`config.mk`:
```
export PLATFORM = sky130hd
export DESIGN_NAME = pio_instr_fetch
export DESIGN_NICKNAME = d
export VERILOG_FILES = /design/src/rtl/pio_pkg.sv /design/src/rtl/pio_delay_ctr.sv /design/src/rtl/pio_instr_fetch.sv
export SDC_FILE = /design/constraint.sdc
export NUM_CORES = 1
export LEC_CHECK = 0
export CAP_MARGIN = 10
export CORE_MARGIN = 10
export CORE_UTILIZATION = 32
export CTS_CLUSTER_SIZE = 20
export DETAILED_ROUTE_END_ITERATION = 7
export GPL_TIMING_DRIVEN = 0
export PLACE_DENSITY = 0.76
export SLEW_MARGIN = 15
export SYNTH_ARGS = -nofsm -noshare
export SYNTH_HDL_FRONTEND = slang
export SYNTH_SLANG_ARGS = --single-unit
export TNS_END_PERCENT = 1
```
`constraint.sdc`:
```
create_clock -name clk -period 1.5 [get_ports clk]
set_input_delay 0.3 -clock clk [delete_from_list [all_inputs] [get_ports clk]]
set_output_delay 0.3 -clock clk [all_outputs]
set_load 0.005 [all_outputs]
```
`src/rtl/pio_pkg.sv`:
```
// ============================================================================
// Module   : pio_pkg
// Purpose  : Shared widths, delay-field position and fetch state encoding
//            for the PIO state-machine front end.
// Revision : 1.0 - initial release
// ============================================================================
`default_nettype none

package pio_pkg;

    localparam int PIO_ADDR_W  = 4;
    localparam int PIO_DATA_W  = 16;
    localparam int PIO_DLY_MSB = 12;
    localparam int PIO_DLY_LSB = 8;

    typedef enum logic [1:0] {
        FS_IDLE  = 2'd0,
        FS_EXEC  = 2'd1,
        FS_DELAY = 2'd2
    } fetch_state_e;

endpackage

`default_nettype wire

```
`src/rtl/pio_delay_ctr.sv`:
```
// ============================================================================
// Module   : pio_delay_ctr
// Purpose  : Load/decrement down-counter with a "last count" done flag.
// Revision : 1.0 - initial release
// ============================================================================
`default_nettype none

module pio_delay_ctr #(
    parameter int WIDTH = 5
) (
    input  logic             clk,
    input  logic             rst,
    input  logic             clr,
    input  logic             load,
    input  logic [WIDTH-1:0] load_val,
    input  logic             dec,
    output logic [WIDTH-1:0] cnt,
    output logic             done
);

    logic [WIDTH-1:0] cnt_q;
    logic [WIDTH-1:0] cnt_d;

    always_comb begin
        cnt_d = cnt_q;
        if (clr) begin
            cnt_d = '0;
        end else if (load) begin
            cnt_d = load_val;
        end else if (dec && (cnt_q != '0)) begin
            cnt_d = cnt_q - WIDTH'(1);
        end
    end

    always_ff @(posedge clk) begin
        if (rst) begin
            cnt_q <= '0;
        end else begin
            cnt_q <= cnt_d;
        end
    end

    assign cnt  = cnt_q;
    assign done = (cnt_q == WIDTH'(1));

endmodule

`default_nettype wire

```
`src/rtl/pio_instr_fetch.sv`:
```
// ============================================================================
// Module   : pio_instr_fetch
// Purpose  : PC sequencer / instruction fetch for one PIO state machine.
//            Optional forced-instruction path enabled by PIO_FORCE_INSTR_EN.
// Revision : 1.0 - initial release
// ============================================================================
`default_nettype none

module pio_instr_fetch
    import pio_pkg::*;
#(
    parameter int ADDR_W  = PIO_ADDR_W,
    parameter int DATA_W  = PIO_DATA_W,
    parameter int DLY_MSB = PIO_DLY_MSB,
    parameter int DLY_LSB = PIO_DLY_LSB
) (
    input  logic              clk,
    input  logic              rst,
    input  logic              en,
    input  logic [ADDR_W-1:0] wrap_bottom,
    input  logic [ADDR_W-1:0] wrap_top,
    input  logic              jmp_valid,
    input  logic [ADDR_W-1:0] jmp_addr,
    input  logic              stall,
    output logic [ADDR_W-1:0] read_addr,
    input  logic [DATA_W-1:0] read_data,
    output logic [DATA_W-1:0] instr,
    output logic              instr_valid,
    output logic [ADDR_W-1:0] pc
`ifdef PIO_FORCE_INSTR_EN
    ,
    input  logic [DATA_W-1:0] force_instr,
    input  logic              force_valid
`endif
);

    localparam int DLY_W = DLY_MSB - DLY_LSB + 1;

    fetch_state_e      state_q;
    fetch_state_e      state_d;
    logic [ADDR_W-1:0] pc_q;
    logic [ADDR_W-1:0] pc_d;
    logic [ADDR_W-1:0] pc_seq;
    logic [DLY_W-1:0]  dly;
    logic              ctr_clr;
    logic              ctr_load;
    logic              ctr_dec;
    logic [DLY_W-1:0]  ctr_cnt;
    logic              ctr_done;
    logic              force_pend;

`ifdef PIO_FORCE_INSTR_EN
    logic              force_pend_q;
    logic              force_pend_d;
    logic [DATA_W-1:0] force_data_q;
    logic [DATA_W-1:0] force_data_d;

    // A fresh pulse always wins, so back-to-back forces overwrite the pending value.
    always_comb begin
        force_pend_d = force_valid | (force_pend_q & stall);
        force_data_d = force_valid ? force_instr : force_data_q;
    end

    always_ff @(posedge clk) begin
        if (rst) begin
            force_pend_q <= 1'b0;
            force_data_q <= '0;
        end else begin
            force_pend_q <= force_pend_d;
            force_data_q <= force_data_d;
        end
    end

    assign force_pend = force_pend_q;
`else
    assign force_pend = 1'b0;
`endif

    assign dly       = read_data[DLY_MSB:DLY_LSB];
    assign read_addr = pc_q;
    assign pc        = pc_q;

    assign pc_seq = jmp_valid            ? jmp_addr    :
                    (pc_q == wrap_top)   ? wrap_bottom :
                                           pc_q + ADDR_W'(1);

    pio_delay_ctr #(
        .WIDTH    (DLY_W)
    ) u_delay_ctr (
        .clk      (clk),
        .rst      (rst),
        .clr      (ctr_clr),
        .load     (ctr_load),
        .load_val (dly),
        .dec      (ctr_dec),
        .cnt      (ctr_cnt),
        .done     (ctr_done)
    );

    always_ff @(posedge clk) begin
        if (rst) begin
            state_q <= FS_IDLE;
            pc_q    <= '0;
        end else begin
            state_q <= state_d;
            pc_q    <= pc_d;
        end
    end

    always_comb begin
        state_d  = state_q;
        pc_d     = pc_q;
        ctr_clr  = 1'b0;
        ctr_load = 1'b0;
        ctr_dec  = 1'b0;
        if (force_pend) begin
            // Forced instruction owns the cycle; only a jump may move the pc.
            ctr_clr = 1'b1;
            state_d = en ? FS_EXEC : FS_IDLE;
            if (!stall && jmp_valid) begin
                pc_d = jmp_addr;
            end
        end else if (!en) begin
            state_d = FS_IDLE;
            ctr_clr = 1'b1;
        end else begin
            case (state_q)
                FS_IDLE: begin
                    state_d = FS_EXEC;
                end
                FS_EXEC: begin
                    if (!stall) begin
                        pc_d = pc_seq;
                        if (dly != '0) begin
                            ctr_load = 1'b1;
                            state_d  = FS_DELAY;
                        end
                    end
                end
                FS_DELAY: begin
                    ctr_dec = 1'b1;
                    if (ctr_done || (ctr_cnt == '0)) begin
                        state_d = FS_EXEC;
                    end
                end
                default: begin
                    state_d = FS_IDLE;
                end
            endcase
        end
    end

    always_comb begin
        instr_valid = 1'b0;
        instr       = '0;
`ifdef PIO_FORCE_INSTR_EN
        if (force_pend_q) begin
            instr_valid = 1'b1;
            instr       = force_data_q;
        end else
`endif
        if (state_q == FS_EXEC) begin
            instr_valid = 1'b1;
            instr       = read_data;
        end
    end

endmodule

`default_nettype wire

```
==> results of run 1 <==
[sequential cells by signal, summed over array words and instances, names as in the netlist]
| register | count |
|---|---|
| u_delay_ctr.cnt | 5 |
| pc | 4 |
| state_q | 2 |
[per-layer routing]
metal	part of all wire	routed length [µm]	vias to the layer above
li1	-	-	509
met1	0.39	1240	468
met2	0.52	1640	30
met3	0.072	226	5
met4	0.014	45	0
met5	0	0	-
[what timing repair did]
item / CTS / global route
setup buffers: 2 / 1
gates resized for setup: 106 / 12
endpoints found under the setup margin: 35 / 29
gates cloned: 1 / 0
pin swaps: 15 / 6
[area by class of cell]
cell class | count | area (µm²) | share of cell area
Buffer | 6 | 56.3 | 0.0347
Clock buffer | 4 | 26.3 | 0.0162
Inverter | 6 | 22.5 | 0.0139
Multi-Input combinational cell | 85 | 687 | 0.424
Sequential cell | 11 | 240 | 0.148
Tap cell | 30 | 37.5 | 0.0231
Timing Repair Buffer | 61 | 552 | 0.340
[per-stage QoR]
stage	TNS, ns	hold slack, ns	cell area, µm²	setup slack, ns	util
3_3_place_gp	-8.32	0.487	1490	-0.405	0.586
4_1_cts	-0.502	0.514	1550	-0.0719	0.611
3_5_place_dp	-9.74	0.501	1490	-0.510	0.586
5_1_grt	-1.57	0.437	1620	-0.0983	0.637
2_1_floorplan	0	0.372	882	0.0158	-
6_report	-0.392	0.384	1620	-0.0460	0.637
[cell usage in the layout, fill, tap and decap left out, types with 2 or more instances in the layout]
master,n
clkdlybuf4s50_1,27
and2_1,13
buf_2,13
nor2_1,10
buf_4,10
inv_1,6
dlymetal6s2s_1,6
buf_6,5
a21oi_1,5
dfxtp_4,5
dfxtp_1,5
o21ai_0,4
and2_4,3
xnor2_1,3
or3_1,3
nand3b_1,3
mux2i_1,3
ha_1,3
clkbuf_4,3
dlygate4sd2_1,3
xor2_2,2
nor4_4,2
nand3_1,2
a311oi_1,2
nor3_1,2
nand2_1,2
nand2b_1,2
and3b_1,2
a211oi_1,2
a22oi_1,2
[cell families after synthesis]
| kind of cell | count (synthesis) |
|---|---|
| AND/OR/NAND/NOR | 49 |
| AO/OA/AOI/OAI | 22 |
| buffers and inverters | 13 |
| flip-flops | 11 |
| XOR/XNOR | 7 |
| multiplexers | 4 |
| adder cells (fa/ha/maj) | 3 |
[path summary, 6_finish.rpt]
check	to	slack, ns	cells past startpoint
max	instr[1]	-0.05	5
min	u_delay_ctr.cnt[4]$_SDFFE_PP0P_	0.38	3
max reg2reg	pc[1]$_SDFFE_PP0P_	-0.03	4
min reg2reg	u_delay_ctr.cnt[1]$_SDFFE_PP0P_	0.51	2
[worst max-delay path, stage by stage (launching register included)]
cell	delay [ns]
dfxtp_4	0.37
nor2b_4	0.12
buf_6	0.12
buf_6	0.11
and2_1	0.13
buf_2	0.12
[power groups by stage]
stage | combinational, µW | clock, µW | sequential, µW
CTS | 244 | 217 | 301
finish | 254 | 220 | 302
floorplan | 76.4 | 0 | 312
global route | 273 | 230 | 303
global placement | 229 | 0 | 314
detailed placement | 232 | 0 | 314
==> impl_metrics.env, run 1 <==
export IMPL_power_leakage_uw=0.000750
export IMPL_ys_top_cells_by_area="dfxtp_1 25%, and2_1 11%, ha_1 4.3%"
export IMPL_clock_latency_ns=0.28
export IMPL_hold_buffers=0
export IMPL_post_route_cells_drive_above_1_share=0.306
export IMPL_grt_met3_usage=0.0395
export IMPL_tightest_slew_ns=0.455
export IMPL_antennaDiodeCount=0
export IMPL_met2_usage=0.207
export IMPL_synth_seq_area_share=0.250
export IMPL_yosys_warnings=0
export IMPL_cell_internal_pwr_uw=556
export IMPL_share_of_synthesized_registers_carrying_an_async_set_or_reset=0
export IMPL_setup_viol=19
export IMPL_worstReg2RegStart="pc[2]$_SDFFE_PP0P_"
export IMPL_floorplan_initialDensity=0.347
export IMPL_synth_xor_area_frac=0.0695
export IMPL_hp_class="input port to register"
export IMPL_largest_family_of_logic_cells_by_synthesized_area="simple AND/OR/NAND/NOR gates"
export IMPL_synth_distinct_cells=35
export IMPL_netlist_area_um2=882
export IMPL_maxClockFrequency_mhz=647
export IMPL_layout_area_overhead_vs_synth_pct=83.8
export IMPL_grtUsageMet1=0.125
export IMPL_count_of_flip_flops_with_a_built_in_enable_after_synthesis=0
export IMPL_worst_ep_required_time_ns=1.20
export IMPL_drcViolationCount=0
export IMPL_avgRoutedWirePerCell_um=15.5
export IMPL_clk_path_buf_depth=2
export IMPL_synth_top_cell_area_share=0.250
export IMPL_design_die_area_um2=5260
export IMPL_violations="setup timing"
export IMPL_die_height_um=72.5
export IMPL_seq_power_share=0.389
export IMPL_muxShareOfSynthArea=0.0468
export IMPL_number_of_inserted_filler_cells_in_the_final_layout=229
export IMPL_detail_route_vias_per_cell=4.99
export IMPL_synth_adder_area_share=0.0426
export IMPL_place_detailed_instances=196
export IMPL_detail_route_iter0_violations=20
export IMPL_avgSynthCellArea_um2=8.09
export IMPL_clk_pin_slew_worst_paths_ns=0.08
export IMPL_arrival_ns=1.25
export IMPL_final_critical_path_setup_slack_ns=-0.0460
export IMPL_worstHoldStart="read_data[12]"
export IMPL_worstSetupEndpointType="primary output"
export IMPL_synthDominantAreaCellType="dfxtp_1"
export IMPL_finalNonFillerCells=203
export IMPL_slew_headroom=0.694
export IMPL_switching_power_uw=219
export IMPL_numClockSinks=11
export IMPL_synth_top_cells_by_count="16 x and2_1, 11 x dfxtp_1, 10 x nor2_1"
export IMPL_grt_start_max_net_pins=10
export IMPL_timing_final_hold_violations=0
export IMPL_critPathKind="register to primary output"
export IMPL_vdd_drop_max_uv=396
export IMPL_synth_compound_area_share=0.169
export IMPL_global_route_usage_total=0.117
export IMPL_design_power_total_uw=776
export IMPL_rsz0062_at_grt="true"
export IMPL_placementRows=18
export IMPL_coreArea_um2=2540
export IMPL_run_status="complete, but fails checks"
export IMPL_switching_share=0.283
export IMPL_vias=1012
export IMPL_setup_worst_path_start_class="register"
export IMPL_finalWeightedCongestion=0.806
export IMPL_cts_tree="yes"
export IMPL_h_tree_depth=1
export IMPL_timing_critical_path_from="state_q[1]$_SDFFE_PP0P_"
export IMPL_pwr_share_clk=0.284
export IMPL_final_min_period_over_clock_period=1.03
export IMPL_cts_root_buf="clkbuf_4"
export IMPL_fp_dieW_um=72.5
export IMPL_vias_in_the_first_global_route=1076
export IMPL_floorplan_io_pins=58
export IMPL_dpl_hpwl_um=2490
export IMPL_nNetsFinal=210
export IMPL_drt_pass1_iter_count=4
export IMPL_synthesis_nets=145
export IMPL_powerDensity_nw_per_um2=478
export IMPL_maxCapViolations=0
export IMPL_synth_ff_type="dfxtp_1"
export IMPL_antenna_left=0
export IMPL_grt_antenna_before_repair=0
export IMPL_cts_buffers_inserted=3
export IMPL_fin_worst_skew_ns=0.000820
export IMPL_comb_power_share=0.327
export IMPL_finalMaxSlewViolations=0
export IMPL_post_synth_simple_gate_area=0.348
export IMPL_grt_remaining_overflow=0
export IMPL_timing_final_crit_period_ns=1.55
export IMPL_postSynthRegisterBits=11
export IMPL_wire_length_of_the_first_global_routing_pass_um=5040
export IMPL_buffer_ports_inserted=57
export IMPL_critical_path_peak_fanout=9
export IMPL_totalWireLength_um=3150
export IMPL_grt_busiest_layer="met2"
export IMPL_yosysMostFrequentCell="and2_1"
export IMPL_netlist_instances=109
No activity file was read; power rests on OpenSTA's default activity.
==> run 2, diff against run 1 <==
- CORE_UTILIZATION: 32 -> 50
- DONT_BUFFER_PORTS: default -> 1
- PLACE_DENSITY: 0.76 -> 0.68
==> run 2 against run 1 <==
The flow still finishes with violations (setup timing). Hold slack lost 0.30 ns. Combinational power shrank 56%. Highest routed layer unchanged. Critical endpoint is now pc[1]$_SDFFE_PP0P_. Core utilization shrank 2.5 points. Count of clock-buffer cells in the layout is the same. Maximum frequency grew 0.91%. Total power shrank 19%. Largest cell class unchanged. Critical path type is now register to register.
==> impl_metrics.env, run 2 (synthesis results as in run 1) <==
export IMPL_critical_path_peak_fanout=7
export IMPL_detail_route_iter0_violations=24
export IMPL_timing_final_hold_violations=0
export IMPL_floorplan_io_pins=58
export IMPL_cell_internal_pwr_uw=455
export IMPL_fp_dieW_um=62
export IMPL_setup_worst_path_start_class="register"
export IMPL_critPathKind="register to register"
export IMPL_numClockSinks=11
export IMPL_detail_route_vias_per_cell=5.79
export IMPL_avgRoutedWirePerCell_um=18.0
export IMPL_fin_worst_skew_ns=0.00486
export IMPL_setup_tns_final_ns=-0.0359
export IMPL_design_die_area_um2=3840
export IMPL_floorplan_initialDensity=0.516
export IMPL_h_tree_depth=1
export IMPL_seq_area_um2=235
export IMPL_clock_latency_ns=0.27
export IMPL_cts_root_buf="clkbuf_4"
export IMPL_maxCapViolations=0
export IMPL_worstSetupEndpointType="register"
export IMPL_cts_buffers_inserted=3
export IMPL_finalMaxSlewViolations=0
export IMPL_arrival_ns=1.73
export IMPL_power_leakage_uw=0.000394
export IMPL_rsz0062_at_grt="true"
export IMPL_coreArea_um2=1710
export IMPL_number_of_inserted_filler_cells_in_the_final_layout=147
export IMPL_vdd_drop_max_uv=435
export IMPL_vias=811
export IMPL_worst_ep_required_time_ns=1.69
export IMPL_clk_pin_slew_worst_paths_ns=0.07
export IMPL_slew_headroom=0.624
export IMPL_maxClockFrequency_mhz=653
export IMPL_die_height_um=62
export IMPL_hp_class="input port to register"
export IMPL_finalWeightedCongestion=0.773
export IMPL_antennaDiodeCount=0
export IMPL_switching_share=0.274
export IMPL_wire_length_of_the_first_global_routing_pass_um=3450
export IMPL_post_route_cells_drive_above_1_share=0.226
export IMPL_dpl_hpwl_um=1940
export IMPL_powerDensity_nw_per_um2=599
export IMPL_placementRows=15
export IMPL_global_route_usage_total=0.117
export IMPL_clk_path_buf_depth=2
export IMPL_violations="setup timing"
export IMPL_most_common_layout_cells="15 x and2_1, 10 x nor2_1, 7 x buf_4"
export IMPL_seq_power_share=0.487
export IMPL_hold_buffers=0
export IMPL_pwr_share_clk=0.335
export IMPL_timing_final_crit_period_ns=1.53
export IMPL_comb_power_share=0.178
export IMPL_final_min_period_over_clock_period=1.02
export IMPL_grt_antenna_before_repair=0
export IMPL_switching_power_uw=172
export IMPL_most_common_cell_after_layout_fill_and_taps_aside="and2_1"
export IMPL_largest_reg_flops=5
export IMPL_final_critical_path_setup_slack_ns=-0.0322
export IMPL_setup_viol=5
export IMPL_cts_tree="yes"
export IMPL_nNetsFinal=152
export IMPL_grt_remaining_overflow=0
export IMPL_vias_in_the_first_global_route=762
export IMPL_multi_input_area_um2=659
export IMPL_buffer_ports_inserted=0
export IMPL_hold_ws_ns=0.0860
export IMPL_antenna_left=0
export IMPL_grt_start_max_net_pins=11
export IMPL_run_status="complete, but fails checks"
export IMPL_totalWireLength_um=2510
export IMPL_drcViolationCount=0
export IMPL_tightest_slew_ns=0.559
export IMPL_drt_pass1_iter_count=4
export IMPL_layout_area_overhead_vs_synth_pct=18.6
==> run 2: cell count changes in the layout (fill, tap and decap cells not counted), moves of 2 or more <==
cell             delta
and2_1              +2
and2_4              -2
buf_2              -12
buf_4               -3
buf_6               -5
clkdlybuf4s50_1    -27
dfxtp_2             +2
dfxtp_4             -2
dlygate4sd2_1       -3
dlymetal6s2s_1      -6
==> run 2: worst max-delay path, stage by stage (launching register included) <==
cell and delay, ns:
dfxtp_4 0.39, xor2_4 0.16, nor4_4 0.44, mux2_4 0.36, o2bb2ai_4 0.12
==> run 2: final timing paths <==
kind                                                       from                               to  slack, ns  depth (start not counted)
worst max-delay path                         pc[0]$_SDFFE_PP0P_               pc[1]$_SDFFE_PP0P_      -0.03                          4
worst min-delay path                                        rst               pc[2]$_SDFFE_PP0P_       0.09                          1
worst max register to register               pc[0]$_SDFFE_PP0P_               pc[1]$_SDFFE_PP0P_      -0.03                          4
worst min register to register  u_delay_ctr.cnt[1]$_SDFFE_PP0P_  u_delay_ctr.cnt[1]$_SDFFE_PP0P_       0.51                          2
==> run 2: through the flow <==
stage	power (µW)	area, µm²	setup slack, ns	util	cells
6_report	627	1050	-0.0322	0.612	140
5_1_grt	658	1050	-0.127	0.612	140
4_1_cts	621	1000	-0.00811	0.588	140
3_5_place_dp	405	913	-0.129	0.535	134
3_3_place_gp	404	913	-0.119	0.535	134
2_1_floorplan	389	882	0.0158	-	109
==> run 2: layout make-up <==
class                           instances  share of cell area
Buffer                                  7              0.0538
Clock buffer                            4              0.0251
Inverter                                6              0.0215
Multi-Input combinational cell         85               0.630
Sequential cell                        11               0.225
Tap cell                               25              0.0299
Timing Repair Buffer                    2              0.0144
==> run 2: routing by layer <==
layer / vias to the layer above / wire length (µm) / global-route usage
li1: 388 / - / -
met1: 370 / 1080 / 0.145
met2: 49 / 1100 / 0.183
met3: 4 / 319 / 0.0366
met4: 0 / 19 / 0.0478
met5: - / 0 / 0
==> run 2: what timing repair did <==
item                                    CTS  global route
pin swaps                                 4             4
gates resized for setup                  15             7
buffers inserted                          2             0
endpoints found under the setup margin   15            19
==> run 2: power groups by stage <==
stage	Sequential, µW	Clock (µW)	Combinational [µW]
final	305	210	112
after global routing	307	228	123
after CTS	306	211	105
after detailed placement	315	0	90.3
after global placement	315	0	89.5
after floorplan	312	0	76.4
